===== config.mk =====
export PLATFORM = sky130hd
export DESIGN_NAME = ov7642_capture_flat
export DESIGN_NICKNAME = d
export VERILOG_FILES = /design/src/rtl/ov7642_capture_if.sv /design/src/rtl/ov7642_capture.sv /design/src/flat_wrapper.sv
export SDC_FILE = /design/constraint.sdc
export NUM_CORES = 1
export LEC_CHECK = 0
export ABC_CLOCK_PERIOD_IN_PS = 7200
export CAP_MARGIN = 0
export CORE_MARGIN = 5
export CORE_UTILIZATION = 50
export CTS_CLUSTER_SIZE = 24
export DETAILED_ROUTE_END_ITERATION = 8
export HOLD_SLACK_MARGIN = 0.1
export PLACE_DENSITY = 0.68
export RECOVER_POWER = 50
export SKIP_CTS_REPAIR_TIMING = 1
export SYNTH_ARGS = -nofsm -noshare
export SYNTH_HDL_FRONTEND = slang
export SYNTH_SLANG_ARGS = --single-unit

===== constraint.sdc =====
create_clock -name pclk -period 7.2 [get_ports pclk]
set_input_delay 1.44 -clock pclk [delete_from_list [all_inputs] [get_ports pclk]]
set_output_delay 1.44 -clock pclk [all_outputs]
set_load 0.05 [all_outputs]

===== src/rtl/ov7642_capture_if.sv =====
// ov7642_capture_if
//   Pixel stream leaving the OV7642 capture block.
//   m_valid  pixel valid (master -> slave)
//   m_ready  downstream accepts the pixel when m_valid && m_ready (slave -> master)
//   m_data   Y pixel
//   m_sof    first pixel of frame (row 0, col 0)
//   m_eol    last pixel of a line (col WIDTH-1)
interface ov7642_capture_if;
   logic       m_valid;
   logic       m_ready;
   logic [7:0] m_data;
   logic       m_sof;
   logic       m_eol;

   modport master (output m_valid, m_data, m_sof, m_eol, input  m_ready);
   modport slave  (input  m_valid, m_data, m_sof, m_eol, output m_ready);
endinterface


===== src/rtl/ov7642_capture.sv =====
// ov7642_capture
//   Receive side of the OV7642 parallel camera bus. Samples vsync/href/data on
//   pclk, syncs to frames on the falling edge of vsync, keeps the Y bytes of the
//   "Y dummy Y dummy" line format, buffers them in a small FIFO and presents
//   them on a valid/ready stream tagged with start-of-frame / end-of-line.
//   Frame and line geometry problems are reported on the status outputs.
//
// Ports
//   pclk        pixel clock (camera launches on negedge, sampled here on posedge)
//   rst         asynchronous reset, active high
//   enable      capture enable, only looked at when a frame would start
//   vsync       frame sync, high during the inter-frame gap
//   href        line valid
//   data        camera byte bus
//   pix         output pixel stream (master side of ov7642_capture_if)
//   frame_done  1-cycle pulse when a captured frame ends (vsync rise)
//   frame_err   sticky frame geometry error, cleared when the next frame starts
//   line_err    1-cycle pulse on a malformed or aborted line
//   overflow    sticky until reset: a Y byte was lost because the FIFO was full
//   frame_cnt   completed frames since reset, wraps
module ov7642_capture #(
   parameter int WIDTH      = 640,
   parameter int HEIGHT     = 480,
   parameter int FIFO_DEPTH = 16
) (
   input  logic             pclk,
   input  logic             rst,
   input  logic             enable,
   input  logic             vsync,
   input  logic             href,
   input  logic [7:0]       data,
   ov7642_capture_if.master pix,
   output logic             frame_done,
   output logic             frame_err,
   output logic             line_err,
   output logic             overflow,
   output logic [15:0]      frame_cnt
);

   localparam int CW = $clog2(WIDTH + 1);
   localparam int RW = $clog2(HEIGHT + 1);
   localparam int BW = $clog2(2 * WIDTH + 2);
   localparam int AW = $clog2(FIFO_DEPTH);

   localparam logic [CW-1:0] COL_MAX    = CW'(WIDTH);
   localparam logic [CW-1:0] COL_LAST   = CW'(WIDTH - 1);
   localparam logic [RW-1:0] ROW_MAX    = RW'(HEIGHT);
   localparam logic [BW-1:0] LINE_BYTES = BW'(2 * WIDTH);
   // byte counter parks one above a legal line so long lines stay "wrong"
   localparam logic [BW-1:0] BYTE_SAT   = BW'(2 * WIDTH + 1);
   localparam logic [AW:0]   FULL_CNT   = (AW + 1)'(FIFO_DEPTH);

   typedef enum logic [1:0] {IDLE, ACTIVE, BLANK} state_t;

   typedef struct packed {
      logic       sof;
      logic       eol;
      logic [7:0] y;
   } pix_t;

   // ------------------------------------------------------------------
   // Input stage: one register (S1) plus a delayed copy for edge detects
   // ------------------------------------------------------------------
   logic       s1_vsync, s1_href;
   logic [7:0] s1_data;
   logic       s2_vsync, s2_href;

   always_ff @(posedge pclk or posedge rst) begin
      if (rst) begin
         s1_vsync <= 1'b0;
         s1_href  <= 1'b0;
         s1_data  <= 8'h00;
         s2_vsync <= 1'b0;
         s2_href  <= 1'b0;
      end else begin
         s1_vsync <= vsync;
         s1_href  <= href;
         s1_data  <= data;
         s2_vsync <= s1_vsync;
         s2_href  <= s1_href;
      end
   end

   logic vs_rise, vs_fall, hr_rise, hr_fall;
   assign vs_rise = s1_vsync & ~s2_vsync;
   assign vs_fall = ~s1_vsync & s2_vsync;
   assign hr_rise = s1_href & ~s2_href;
   assign hr_fall = ~s1_href & s2_href;

   // ------------------------------------------------------------------
   // Frame FSM
   // ------------------------------------------------------------------
   state_t         state, state_nxt;
   logic [RW-1:0]  row;
   logic [CW-1:0]  col;
   logic           phase;        // 0: Y byte, 1: dummy byte
   logic [BW-1:0]  byte_cnt;

   logic start, byte_en, line_end, push, set_ferr;
   logic line_err_nxt, frame_done_nxt;

   always_ff @(posedge pclk or posedge rst) begin
      if (rst) state <= IDLE;
      else     state <= state_nxt;
   end

   always_comb begin
      state_nxt      = state;
      start          = 1'b0;
      byte_en        = 1'b0;
      line_end       = 1'b0;
      push           = 1'b0;
      set_ferr       = 1'b0;
      line_err_nxt   = 1'b0;
      frame_done_nxt = 1'b0;
      case (state)
         IDLE: begin
            if (vs_fall && enable) begin
               state_nxt = ACTIVE;
               start     = 1'b1;
            end
         end
         ACTIVE: begin
            if (vs_rise) begin
               // vsync wins over any byte still on the bus: a line that is
               // still open here is aborted without its EOL
               state_nxt      = BLANK;
               frame_done_nxt = 1'b1;
               if (s1_href)        line_err_nxt = 1'b1;
               if (row != ROW_MAX) set_ferr     = 1'b1;
            end else if (s1_href) begin
               byte_en = 1'b1;
               if (!phase && col < COL_MAX && row < ROW_MAX) push = 1'b1;
               if (hr_rise && row >= ROW_MAX)                 set_ferr = 1'b1;
            end else if (hr_fall) begin
               line_end = 1'b1;
               if (byte_cnt != LINE_BYTES) begin
                  line_err_nxt = 1'b1;
                  set_ferr     = 1'b1;
               end
            end
         end
         BLANK: begin
            if (vs_fall) begin
               if (enable) begin
                  state_nxt = ACTIVE;
                  start     = 1'b1;
               end else begin
                  state_nxt = IDLE;
               end
            end
         end
         default: state_nxt = IDLE;
      endcase
   end

   // geometry counters and status flags
   always_ff @(posedge pclk or posedge rst) begin
      if (rst) begin
         row        <= '0;
         col        <= '0;
         phase      <= 1'b0;
         byte_cnt   <= '0;
         frame_err  <= 1'b0;
         line_err   <= 1'b0;
         frame_done <= 1'b0;
         frame_cnt  <= 16'h0000;
      end else begin
         line_err   <= line_err_nxt;
         frame_done <= frame_done_nxt;
         if (frame_done_nxt) frame_cnt <= frame_cnt + 16'd1;

         if (start) begin
            row       <= '0;
            col       <= '0;
            phase     <= 1'b0;
            byte_cnt  <= '0;
            frame_err <= 1'b0;
         end else begin
            if (set_ferr) frame_err <= 1'b1;
            if (line_end) begin
               // row saturates at HEIGHT; surplus lines are still flagged on href rise
               if (row < ROW_MAX) row <= row + RW'(1);
               col      <= '0;
               phase    <= 1'b0;
               byte_cnt <= '0;
            end else if (byte_en) begin
               phase <= ~phase;
               if (!phase && col < COL_MAX) col <= col + CW'(1);
               if (byte_cnt != BYTE_SAT)    byte_cnt <= byte_cnt + BW'(1);
            end
         end
      end
   end

   // ------------------------------------------------------------------
   // Output FIFO
   //   m_valid is registered from the occupancy left after this cycle's pop,
   //   so a freshly written entry into an empty FIFO shows up one edge later.
   //   The head entry is read straight from storage, which keeps the total
   //   capacity at exactly FIFO_DEPTH.
   // ------------------------------------------------------------------
   pix_t           fifo_mem [FIFO_DEPTH];
   pix_t           wr_pix, head;
   logic [AW-1:0]  wr_ptr, rd_ptr;
   logic [AW:0]    count;
   logic           vld_q;
   logic           pop, full, wr_en, drop;

   always_comb begin
      wr_pix     = '0;
      wr_pix.sof = (row == '0) && (col == '0);
      wr_pix.eol = (col == COL_LAST);
      wr_pix.y   = s1_data;
   end

   assign pop   = vld_q & pix.m_ready;
   assign full  = (count == FULL_CNT);
   assign wr_en = push & (~full | pop);   // push+pop when full is lossless
   assign drop  = push & full & ~pop;

   always_ff @(posedge pclk) begin
      if (wr_en) fifo_mem[wr_ptr] <= wr_pix;
   end

   always_ff @(posedge pclk or posedge rst) begin
      if (rst) begin
         wr_ptr   <= '0;
         rd_ptr   <= '0;
         count    <= '0;
         vld_q    <= 1'b0;
         overflow <= 1'b0;
      end else begin
         if (wr_en) wr_ptr <= wr_ptr + AW'(1);
         if (pop)   rd_ptr <= rd_ptr + AW'(1);
         count <= count + (AW + 1)'(wr_en) - (AW + 1)'(pop);
         vld_q <= (count != (AW + 1)'(pop));
         if (drop) overflow <= 1'b1;
      end
   end

   // outputs forced to 0 while empty so reset leaves the whole bus quiet
   assign head        = fifo_mem[rd_ptr];
   assign pix.m_valid = vld_q;
   assign pix.m_data  = vld_q ? head.y   : 8'h00;
   assign pix.m_sof   = vld_q ? head.sof : 1'b0;
   assign pix.m_eol   = vld_q ? head.eol : 1'b0;

endmodule


===== src/flat_wrapper.sv =====
// flat-port wrapper written by rule: the top's interface ports become plain ports
module ov7642_capture_flat 
#(
   parameter int WIDTH      = 640,
   parameter int HEIGHT     = 480,
   parameter int FIFO_DEPTH = 16
)
  (pclk, rst, enable, vsync, href, data, frame_done, frame_err, line_err, overflow, frame_cnt, pix_m_valid, pix_m_data, pix_m_sof, pix_m_eol, pix_m_ready);
  ov7642_capture_if pix_i ();
  input  logic pclk;
  input  logic rst;
  input  logic enable;
  input  logic vsync;
  input  logic href;
  input  logic [7:0] data;
  output logic frame_done;
  output logic frame_err;
  output logic line_err;
  output logic overflow;
  output logic [15:0] frame_cnt;
  output wire logic [$bits(pix_i.m_valid)-1:0] pix_m_valid;
  output wire logic [$bits(pix_i.m_data)-1:0] pix_m_data;
  output wire logic [$bits(pix_i.m_sof)-1:0] pix_m_sof;
  output wire logic [$bits(pix_i.m_eol)-1:0] pix_m_eol;
  input wire logic [$bits(pix_i.m_ready)-1:0] pix_m_ready;
  assign pix_m_valid = pix_i.m_valid;
  assign pix_m_data = pix_i.m_data;
  assign pix_m_sof = pix_i.m_sof;
  assign pix_m_eol = pix_i.m_eol;
  assign pix_i.m_ready = pix_m_ready;
  ov7642_capture #(.WIDTH(WIDTH), .HEIGHT(HEIGHT), .FIFO_DEPTH(FIFO_DEPTH)) u_core (.pclk(pclk), .rst(rst), .enable(enable), .vsync(vsync), .href(href), .data(data), .pix(pix_i), .frame_done(frame_done), .frame_err(frame_err), .line_err(line_err), .overflow(overflow), .frame_cnt(frame_cnt));
endmodule

-- Word-level counts from Yosys, hierarchy flattened
Memory sizes are Yosys's and may differ from the RTL's.
Cells that the tools add are included.
- $lt $le $gt $ge: 3
- bitwise operators: 16
- add/sub/neg operators: 8
- muxes and demuxes: 53
- reductions and logical operators: 19
- eq/ne operators: 11
- operators with widths (operator ; count):
    11-bit 2-to-1 mux ; 4
    10-bit 2-to-1 mux ; 4
    1-bit 2-to-1 mux ; 36
    9-bit 2-to-1 mux ; 3
    11-bit != test (second input constant) ; 2
    16-bit by 1-bit adder with 16-bit output (second input constant) ; 1
    11-bit by 1-bit adder with 11-bit output (second input constant) ; 1
    10-bit by 1-bit adder with 10-bit output (second input constant) ; 1
    10-bit equality test (second input constant) ; 1
    10-bit zero test ; 1
    10-bit < comparator (second input constant) ; 1
    9-bit by 1-bit adder with 9-bit output (second input constant) ; 1
    9-bit greater-or-equal comparator (second input constant) ; 1
    9-bit zero test ; 1
    9-bit < comparator (second input constant) ; 1
    9-bit != test (second input constant) ; 1
    3-bit nonzero test ; 3
    4-bit by 1-bit adder with 4-bit output (second input constant) ; 2
    1-bit AND ; 8
    8-bit 2-to-1 mux ; 1
    1-bit inverter ; 7
    2-bit 2-to-1 mux ; 3
    2-bit by 1-bit != test with 1-bit output (second input constant) ; 3
    2-bit one-hot mux with 3 select lines ; 1
    14 further kinds ; 22
- memory bits (writable): 160
- output and inout bits: 31
- memories: 1
- flip-flop bits (word level): 79
- bits of input ports: 14
- memory list (memory ; depth ; bits a word ; read ports ; clocked after memory_dff ; write ports ; line ; RTL):
    u_core.fifo_mem ; 16 ; 10 ; 1 ; 0 ; 1 ; ov7642_capture.sv:203 ; pix_t fifo_mem [FIFO_DEPTH];

-- Logic depth before layout (Yosys ltp)
Gate-level depths: netlist of the first run.
- depth in word-level cells: 10
- gate-level depth with buffers: 13

-- Least setup slack after synthesis of the first run
Ideal clock, no wire load.
- kind: flip-flop to output port
- start point: register u_core.rd_ptr[0]
- end point: output pix_m_data[4]
- cell stages (with the launch flop): 8
- setup slack: 3403 ps
- required time: 5760 ps
- buffers on the path: 3
- arrival: 2357 ps
- cells stage by stage: dfrtp_1 buf_4 buf_4 buf_4 mux2i_1 a22oi_1 o211ai_1 o21ai_0
- word-level cells in the longest chain between the ends: 2
- ends and longest elaborated chain (element ; line ; RTL):
    from (decl) ; ov7642_capture.sv:205 ; logic [AW-1:0] wr_ptr, rd_ptr;
    from (signal assigned) ; ov7642_capture.sv:235 ; if (pop) rd_ptr <= rd_ptr + AW'(1);
    memory 16 x 10 bit ; -- ;
    8-bit 2-to-1 mux ; ov7642_capture.sv:245 ; assign pix.m_data = vld_q ? head.y : 8'h00;
    to (decl) ; flat_wrapper.sv:22 ; output wire logic [$bits(pix_i.m_data)-1:0] pix_m_data;
No other way between the ends.

-- Worst setup path after layout of the first run
- start point: register u_core.rd_ptr[0]
- end point: output pix_m_data[6]
The elaborated chain is that of the path after synthesis.

==> results.py, run 1 <==
metrics = {
    "job": {
        "maxCapViolCount": 0,
    },
    "min_path": {
        "min_path_type": "register to register",
        "hp-start": "u_core.s1_vsync$_DFF_PP0_",
        "hold_path_end": "u_core.s2_vsync$_DFF_PP0_",
        "hold_depth": 0,
    },
    "place": {
        "port_buffers": 44,
        "placed_area_sq_um": 10710,
        "dpl.cell_count": 938,
        "dp_hpwl_um": 12980,
        "globalplace.congestion": 0.8465,
    },
    "grt": {
        "track_usage_pct": 18.17,
        "grt_max_degree": 80,
        "grt_pass1_wl_um": 32200,
        "grt_pass1_vias": 5931,
        "grt_overflow": 0,
        "antenna_found_initial": 0,
    },
    "setup_path": {
        "r2r-end": "u_core.fifo_mem[4][5]$_DFFE_PP_",
        "cp_max_fo": 34,
        "rrSetupSlack_ns": 4.03,
        "cp-end-kind": "output port",
        "cp-start-kind": "register",
        "critPathRequiredTime_ns": 5.76,
        "cp-startpoint": "u_core.rd_ptr[0]$_DFFE_PP0P_",
        "path_delay_family": "buffers and inverters",
        "critical-path-max-stage-delay_ns": 0.75,
        "cp.depth": 6,
        "path_cells": "buf_4, mux4_2, nor4bb_1, a21oi_1, o21ai_0, clkdlybuf4s50_1",
        "cp_num_buf_inv": 2,
        "reg2reg_from": "u_core.s1_vsync$_DFF_PP0_",
        "path_class": "register to output port",
        "arrival_ns": 3.63,
        "cp_slowest_cell": "dfrtp_2",
        "rr_worst_depth": 4,
    },
    "synth": {
        "synthCells": 651,
        "synth_top_family_by_area": "simple AND/OR/NAND/NOR gates",
        "synth_area_leader_cell": "edfxtp_1",
        "synthesis.nets": 685,
        "synth_xor_area_share_pct": 2.619,
        "yosys.area_share.simple_pct": 10.23,
        "yosysWarnings": 0,
        "synth_compound_area_share_pct": 5.026,
        "synthesis.area_sq_um": 10030,
        "synth_ff_type": "edfxtp_1",
        "synthTopCellsByCount": "edfxtp_1 (160), dfrtp_1 (79), nand2_1 (43), mux2i_1 (29), mux4_2 (29)",
        "synth_fa_ha_area_share_pct": 2.569,
        "post_synth.cell_area_avg_sq_um": 15.41,
        "synth_top_area_share_pct": 47.89,
        "yosysSeqAreaShare_pct": 67.59,
        "synth-seq-cells": 239,
        "ys_types": 55,
        "synth_enable_flop_cells": 160,
        "synthMostInstantiatedCell": "edfxtp_1",
        "synth.area.top_cells": "edfxtp_1 (48%), dfrtp_1 (20%), mux4_2 (6.5%), mux2i_1 (2.9%), ha_1 (2.4%)",
        "synthMuxAreaShare_pct": 9.739,
        "async_reset_ff_share_pct": 33.05,
    },
    "clock_network": {
        "ctsLongestPathBuffers": 3,
        "numCtsBuffers": 25,
        "path_clk_slew_ns": 0.06,
        "clock_sinks": 239,
        "cts_tree": "built",
        "cts-root-buf": "clkbuf_16",
        "clk_latency_ns": 0.51,
        "htree_levels": 1,
    },
    "floorplanning": {
        "pin_count": 45,
        "rows": 51,
        "start_util_pct": 51.22,
        "die_w_um": 151.7,
        "die-area_sq_um": 23000,
        "core-area_sq_um": 19590,
        "fp.dieH_um": 151.7,
    },
    "power": {
        "finalPower_mw": 4.243,
        "power_density_nw_per_um2": 369.4,
        "leakage_nw": 4.252,
        "vdd_drop_max_uv": 225.2,
    },
    "finish": {
        "utilization_pct": 58.63,
        "drive_gt1_share_pct": 11.30,
        "final_area_sq_um": 11480,
        "antenna_cells": 0,
        "area_delta_synth_final_pct": 14.47,
        "layout.nets": 734,
        "stdcell_count": 982,
        "nFillCells": 1507,
    },
    "route": {
        "drt_first_pass_iters": 5,
        "avgViaCountPerCell": 5.791,
        "route.detailed.drc": 0,
        "drt-initial-drc-count": 384,
        "wirelength_um": 19990,
        "drtAntennaViolNets": 0,
        "vias": 5687,
        "wl_per_cell_um": 20.35,
    },
    "sta": {
        "fin_crit_ns": 5.067,
        "setup_viol": 0,
        "clock_skew_ns": 0.008774,
        "final.period_utilization_pct": 70.38,
        "setup_tns_ns": 0,
        "drv_slew": 0,
        "rsz0062_at_grt": "false",
        "tightest_slew_ns": 1.343,
        "slew-limit-headroom_pct": 9.751,
        "max_freq_ghz": 0.1973,
        "hold_viol": 0,
    },
    "run_status": {
        "status": "completed",
    },
}
==> cells by family (layout without fill, tap and decap cells) <==
logic type / count (synthesis) / after routing
flip-flops: 239 / 239
buffers and inverters: 48 / 114
XOR/XNOR: 30 / 30
adder cells (fa/ha/maj): 20 / 20
multiplexers: 61 / 61
AND/OR/NAND/NOR: 177 / 177
AO/OA/AOI/OAI: 76 / 76
==> power breakdown <==
part	switching [mW]	internal [mW]	total, mW
sequential	0.151	1.60	1.75
clock	0.495	0.741	1.24
combinational	0.755	0.503	1.26
==> worst max-delay path by stage <==
stage,endpoint,slack [ns]
after CTS,pix_m_data[6],2.09
after global routing,pix_m_data[6],1.87
final,pix_m_data[6],2.13
after detailed placement,pix_m_data[6],2.64
after floorplan,pix_m_data[4],3.40
after global placement,pix_m_data[6],2.65
==> per-stage QoR <==
stage          hold WS, ns  setup slack [ns]
2_1_floorplan       0.4147             3.403
5_1_grt             0.4882             1.867
4_1_cts             0.4719             2.087
6_report            0.4684             2.133
3_3_place_gp        0.4316             2.648
3_5_place_dp        0.4573             2.636
==> state kept, by name, indices dropped and copies added (netlist names), 2 cells and up <==
register,cells
u_core.rd_ptr,4
u_core.s1_data,8
u_core.wr_ptr,4
u_core.count,5
u_core.fifo_mem,160
u_core.row,9
u_core.frame_cnt,16
u_core.col,10
u_core.state,2
u_core.byte_cnt,11
==> worst register-to-register path: cells and delay by family, from the launching register on <==
family | cells | cell delay [ns]
simple gates | 4 | 2.37
flops | 1 | 0.42
==> metal layers <==
metal | vias to the layer above | share of wire (%) | global-route usage [%] | wire [um]
li1 | 2612 | - | - | -
met1 | 2891 | 43 | 24.58 | 8659
met2 | 153 | 50 | 30.82 | 9946
met3 | 31 | 4.8 | 3.153 | 951
met4 | 0 | 2.1 | 4.762 | 429
met5 | - | 0 | 0 | 0
==> layout make-up <==
type	instances	area, sq um	share of cell area, %
flip-flops and latches	239	6783	59.06
multi-input cells	364	3034	26.42
clock buffers	30	644.4	5.611
repair buffers	49	470.5	4.096
well taps	265	331.6	2.887
clock inverters	14	141.4	1.231
inverters	21	80.08	0.6972
==> cell usage in the layout, fill, tap and decap left out, types with 4 or more instances in the layout <==
cell	n
edfxtp_1	160
dfrtp_1	78
nand2_1	43
clkdlybuf4s50_1	31
mux4_2	29
mux2i_1	29
clkbuf_16	25
nand3_1	23
o21ai_0	22
inv_1	20
xnor2_1	20
ha_1	19
nor2_1	16
a21oi_1	15
nand4_1	15
and3_1	14
dlygate4sd3_1	13
a22oi_1	11
xor2_1	10
and4_1	9
or3_1	9
a221oi_1	7
nand2b_1	7
clkbuf_1	7
and4b_1	6
nor3_1	6
nor2b_1	5
o31ai_1	5
clkinv_2	5
clkinv_1	5
nor4b_1	4
o211ai_1	4
nor4bb_1	4
Note: power is estimated with default switching activity, not from simulation.
==> inputs of run 2 (changes only) <==
Settings changed: ABC_CLOCK_PERIOD_IN_PS 7200 to 5270.
Clock period 7.2 ns to 5.27 ns, I/O delays scaled along.
==> results.py, run 2 (same netlist as run 1, synthesis figures left out) <==
metrics = {
    "power": {
        "finalPower_mw": 5.801,
        "combPwrFrac_pct": 29.7,
        "clkPwrFrac_pct": 28.9,
        "power_frac_seq_pct": 41.4,
        "intPower_mw": 3.865,
        "p_sw_share_pct": 33.38,
        "switchingPower_mw": 1.936,
        "leakage_nw": 4.258,
        "vdd_drop_max_uv": 394.0,
        "power_density_nw_per_um2": 505.1,
    },
    "sta": {
        "slew-limit-headroom_pct": -37.03,
        "final.period_utilization_pct": 83.79,
        "fin_ws_ns": 0.8542,
        "holdWs_ns": 0.4782,
        "clock_skew_ns": 0.01839,
        "setup_viol": 0,
        "setup_tns_ns": 0,
        "tightest_slew_ns": 2.044,
        "fin_crit_ns": 4.416,
        "hold_viol": 0,
        "drv_slew": 82,
        "max_freq_ghz": 0.2265,
        "rsz0062_at_grt": "false",
    },
    "finish": {
        "final_common_cell": "edfxtp_1",
        "antenna_cells": 0,
        "area_delta_synth_final_pct": 14.48,
        "regMostFlops": "u_core.fifo_mem",
        "layout.nets": 736,
        "utilization_pct": 58.63,
        "final_area_sq_um": 11490,
        "drive_gt1_share_pct": 11.23,
        "largest_reg_flops": 160,
        "mostFrequentLayoutCells": "edfxtp_1 (160), dfrtp_1 (78), nand2_1 (43)",
        "reg.largest.list": "u_core.fifo_mem: 160 flops, u_core.frame_cnt: 16 flops, u_core.byte_cnt: 11 flops",
        "stdcell_count": 986,
    },
    "route": {
        "route.detailed.drc": 0,
        "drtAntennaViolNets": 0,
        "wirelength_um": 20760,
        "wl_met2_um": 10280,
        "vias": 5765,
        "wl_per_cell_um": 21.06,
        "wl_met1_um": 8880,
        "avgViaCountPerCell": 5.847,
        "drt-initial-drc-count": 405,
        "drt_first_pass_iters": 5,
        "top_layer_used": "met4",
        "wl_met3_um": 1328,
    },
    "setup_path": {
        "cp-startpoint": "u_core.rd_ptr[0]$_DFFE_PP0P_",
        "arrival_ns": 3.36,
        "cp-start-kind": "register",
        "cp-end-kind": "output port",
        "path_cells": "buf_4, mux4_2, o21ai_0, nand2_1, clkdlybuf4s50_1",
        "rrSetupSlack_ns": 2.07,
        "path_class": "register to output port",
        "critPathRequiredTime_ns": 4.22,
        "critical-path-max-stage-delay_ns": 0.77,
        "cp_slowest_cell": "dfrtp_2",
        "reg2reg_from": "u_core.s1_vsync$_DFF_PP0_",
        "cp_max_fo": 21,
    },
    "place": {
        "placed_area_sq_um": 10730,
        "dpl.cell_count": 940,
        "port_buffers": 44,
        "preCtsSetupSlack_ns": 1.316,
        "dp_hpwl_um": 13210,
        "globalplace.congestion": 0.8514,
    },
    "clock_network": {
        "htree_levels": 1,
        "clock_sinks": 239,
        "cts_tree": "built",
        "path_clk_slew_ns": 0.06,
        "numCtsBuffers": 25,
        "cts-root-buf": "clkbuf_16",
        "ctsLongestPathBuffers": 3,
        "clk_latency_ns": 0.52,
    },
    "grt": {
        "grt_max_degree": 45,
        "track_usage_pct": 18.62,
        "grt_pass1_wl_um": 32950,
        "grt_pass1_vias": 5973,
        "antenna_found_initial": 0,
        "grt_overflow": 0,
    },
    "floorplanning": {
        "pin_count": 45,
        "core-area_sq_um": 19590,
        "start_util_pct": 51.22,
        "die-area_sq_um": 23000,
        "die_w_um": 151.7,
        "rows": 51,
        "fp.dieH_um": 151.7,
    },
    "min_path": {
        "hp-start": "u_core.frame_cnt[15]$_DFFE_PP0P_",
        "min_path_type": "register to register",
    },
    "run_status": {
        "violations": "capacitance limit, slew limit",
        "status": "finished with violations",
    },
    "job": {
        "maxCapViolCount": 2,
    },
}
==> run 2: critical path, delay by kind of cell (launching register included) <==
kind / cells / cell delay, ns
compound gates: 1 / 0.24
buf+inv: 2 / 1.17
flops: 1 / 0.77
mux: 1 / 0.54
simple gates: 1 / 0.11
==> run 2: routing by layer <==
layer,vias up,GRT usage [%]
li1,2615,-
met1,2925,26.25
met2,198,31.00
met3,27,3.034
met4,0,3.998
met5,-,0
==> run 2: final cells by class <==
class	count	area (sq um)
clock buffers	32	661.9
clock inverters	14	120.1
fillers	1497	8104
inverters	21	80.08
multi-input cells	364	3028
flip-flops and latches	239	6783
well taps	265	331.6
repair buffers	51	481.7
==> run 2: power by group through the flow <==
stage | registers [mW] | clock network, mW | logic (mW)
finish | 2.40 | 1.68 | 1.73
CTS | 2.40 | 1.71 | 1.74
detailed placement | 2.44 | 0 | 1.74
global route | 2.43 | 1.80 | 1.87
global placement | 2.43 | 0 | 1.70
floorplan | 2.38 | 0 | 1.29
==> run 2: path summary, 6_finish.rpt <==
kind / to / cells past startpoint
worst max-delay path: pix_m_eol / 5
worst min-delay path: u_core.frame_cnt[15]$_DFFE_PP0P_ / 1
worst max register to register: u_core.fifo_mem[3][3]$_DFFE_PP_ / 4
worst min register to register: u_core.frame_cnt[15]$_DFFE_PP0P_ / 1
max in group asynchronous: u_core.byte_cnt[5]$_DFFE_PP0P_ / 3
min in group asynchronous: u_core.frame_cnt[8]$_DFFE_PP0P_ / 2
==> inputs of run 3 (changes only) <==
Settings changed: ABC_CLOCK_PERIOD_IN_PS 5270 to 4300.
Clock period 5.27 ns to 4.3 ns, I/O delays scaled along.
==> results.py, run 3 (same netlist as run 1, synthesis figures left out) <==
metrics = {
    "power": {
        "intPower_mw": 4.817,
        "clkPwrFrac_pct": 29.1,
        "p_sw_share_pct": 33.07,
        "vdd_drop_max_uv": 501.8,
        "power_frac_seq_pct": 40.8,
        "switchingPower_mw": 2.380,
        "leakage_nw": 4.311,
        "combPwrFrac_pct": 30.2,
        "power_density_nw_per_um2": 621.4,
    },
    "sta": {
        "hold_viol": 0,
        "max_freq_ghz": 0.2486,
        "clock_skew_ns": 0.01197,
        "rsz0062_at_grt": "false",
        "drv_slew": 61,
        "holdWs_ns": 0.4703,
        "setup_viol": 0,
        "fin_crit_ns": 4.022,
        "slew-limit-headroom_pct": -11.58,
        "final.period_utilization_pct": 93.54,
        "setup_tns_ns": 0,
        "tightest_slew_ns": 1.674,
    },
    "finish": {
        "antenna_cells": 0,
        "mostFrequentLayoutCells": "edfxtp_1 (160), dfrtp_1 (78), nand2_1 (43)",
        "largest_reg_flops": 160,
        "area_delta_synth_final_pct": 15.44,
        "drive_gt1_share_pct": 12.65,
        "layout.nets": 742,
        "final_common_cell": "edfxtp_1",
        "reg.largest.list": "u_core.fifo_mem: 160 flops, u_core.frame_cnt: 16 flops, u_core.byte_cnt: 11 flops",
        "utilization_pct": 59.12,
        "regMostFlops": "u_core.fifo_mem",
    },
    "setup_path": {
        "critPathRequiredTime_ns": 3.44,
        "cp-end-kind": "output port",
        "cp_max_fo": 16,
        "rrSetupSlack_ns": 1.38,
        "path_class": "register to output port",
        "arrival_ns": 3.16,
        "cp-start-kind": "register",
    },
    "run_status": {
        "violations": "capacitance limit, slew limit",
        "status": "finished with violations",
    },
    "clock_network": {
        "clock_sinks": 239,
        "ctsLongestPathBuffers": 3,
        "cts-root-buf": "clkbuf_16",
        "numCtsBuffers": 25,
        "cts_tree": "built",
        "clk_latency_ns": 0.52,
        "path_clk_slew_ns": 0.06,
        "htree_levels": 1,
    },
    "grt": {
        "antenna_found_initial": 0,
        "grt_pass1_wl_um": 32800,
        "met1_usage_pct": 24.84,
        "track_usage_pct": 18.66,
        "grt.busiest_layer": "met2",
        "grt_overflow": 0,
        "grt_use_met3_pct": 3.629,
        "use_met2_pct": 31.58,
        "grt_pass1_vias": 5944,
        "grt_max_degree": 32,
    },
    "route": {
        "avgViaCountPerCell": 5.797,
        "drt_first_pass_iters": 8,
        "vias": 5751,
        "wirelength_um": 20620,
        "drt-initial-drc-count": 319,
        "route.detailed.drc": 0,
        "wl_per_cell_um": 20.79,
        "drtAntennaViolNets": 0,
    },
    "place": {
        "port_buffers": 44,
        "dp_hpwl_um": 13240,
        "globalplace.congestion": 0.8340,
    },
    "job": {
        "maxCapViolCount": 2,
    },
    "min_path": {
        "min_path_type": "register to register",
    },
    "floorplanning": {
        "fp.dieH_um": 151.7,
        "rows": 51,
        "core-area_sq_um": 19590,
        "die-area_sq_um": 23000,
        "pin_count": 45,
        "start_util_pct": 51.22,
        "die_w_um": 151.7,
    },
}
[run 3: cell count changes in the layout (fill, tap and decap cells not counted), moves of 2 or more]
cell	before	now
clkinv_2	4	7
buf_4	4	7
clkinv_1	6	3
buf_12	0	2
[run 3: cell type report]
cell class / instances / area, sq um
Fill cell: 1492 / 8008
Sequential cell: 239 / 6783
Multi-Input combinational cell: 364 / 3034
Clock buffer: 32 / 683.2
Timing Repair Buffer: 57 / 548.0
Tap cell: 265 / 331.6
Clock inverter: 14 / 122.6
Inverter: 21 / 80.08
[run 3: routing by layer]
metal	wire [um]	part of all wire (%)
met1	8754	42
met5	0	0
met4	552	2.7
met2	10260	50
met3	1059	5.1
[run 3: critical path: stages, from the launching register on]
cell             delay (ns)
dfrtp_1                0.79
nor2_1                 0.36
a221oi_1               0.38
o21ai_0                0.20
nand2_1                0.10
clkdlybuf4s50_1        0.80
[run 3: per-stage QoR]
stage	instance area, sq um	setup slack (ns)	power (mW)	instances
after CTS	11600	0.2624	7.258	991
after global placement	10790	0.8313	5.083	945
after global routing	11580	0.1116	7.559	992
after floorplan	10030	1.083	4.490	651
final	11580	0.2778	7.197	992
after detailed placement	10790	0.8150	5.149	945
[run 3: worst paths after layout]
kind / endpoint / depth (start not counted) / start
worst max-delay path: pix_m_data[7] / 5 / u_core.rd_ptr[3]$_DFFE_PP0P_
worst min-delay path: u_core.frame_cnt[15]$_DFFE_PP0P_ / 1 / u_core.frame_cnt[15]$_DFFE_PP0P_
worst max register to register: u_core.fifo_mem[13][2]$_DFFE_PP_ / 5 / u_core.s1_vsync$_DFF_PP0_
worst min register to register: u_core.frame_cnt[15]$_DFFE_PP0P_ / 1 / u_core.frame_cnt[15]$_DFFE_PP0P_
max in group asynchronous: u_core.rd_ptr[0]$_DFFE_PP0P_ / 3 / rst
min in group asynchronous: u_core.frame_cnt[3]$_DFFE_PP0P_ / 2 / rst
[run 3: power groups by stage]
| stage | Clock, mW | Sequential (mW) | Combinational (mW) |
|---|---|---|---|
| 2_1_floorplan | 0 | 2.91 | 1.58 |
| 3_3_place_gp | 0 | 2.97 | 2.12 |
| 3_5_place_dp | 0 | 2.98 | 2.17 |
| 4_1_cts | 2.14 | 2.94 | 2.18 |
| 5_1_grt | 2.24 | 2.97 | 2.36 |
| 6_report | 2.09 | 2.93 | 2.17 |
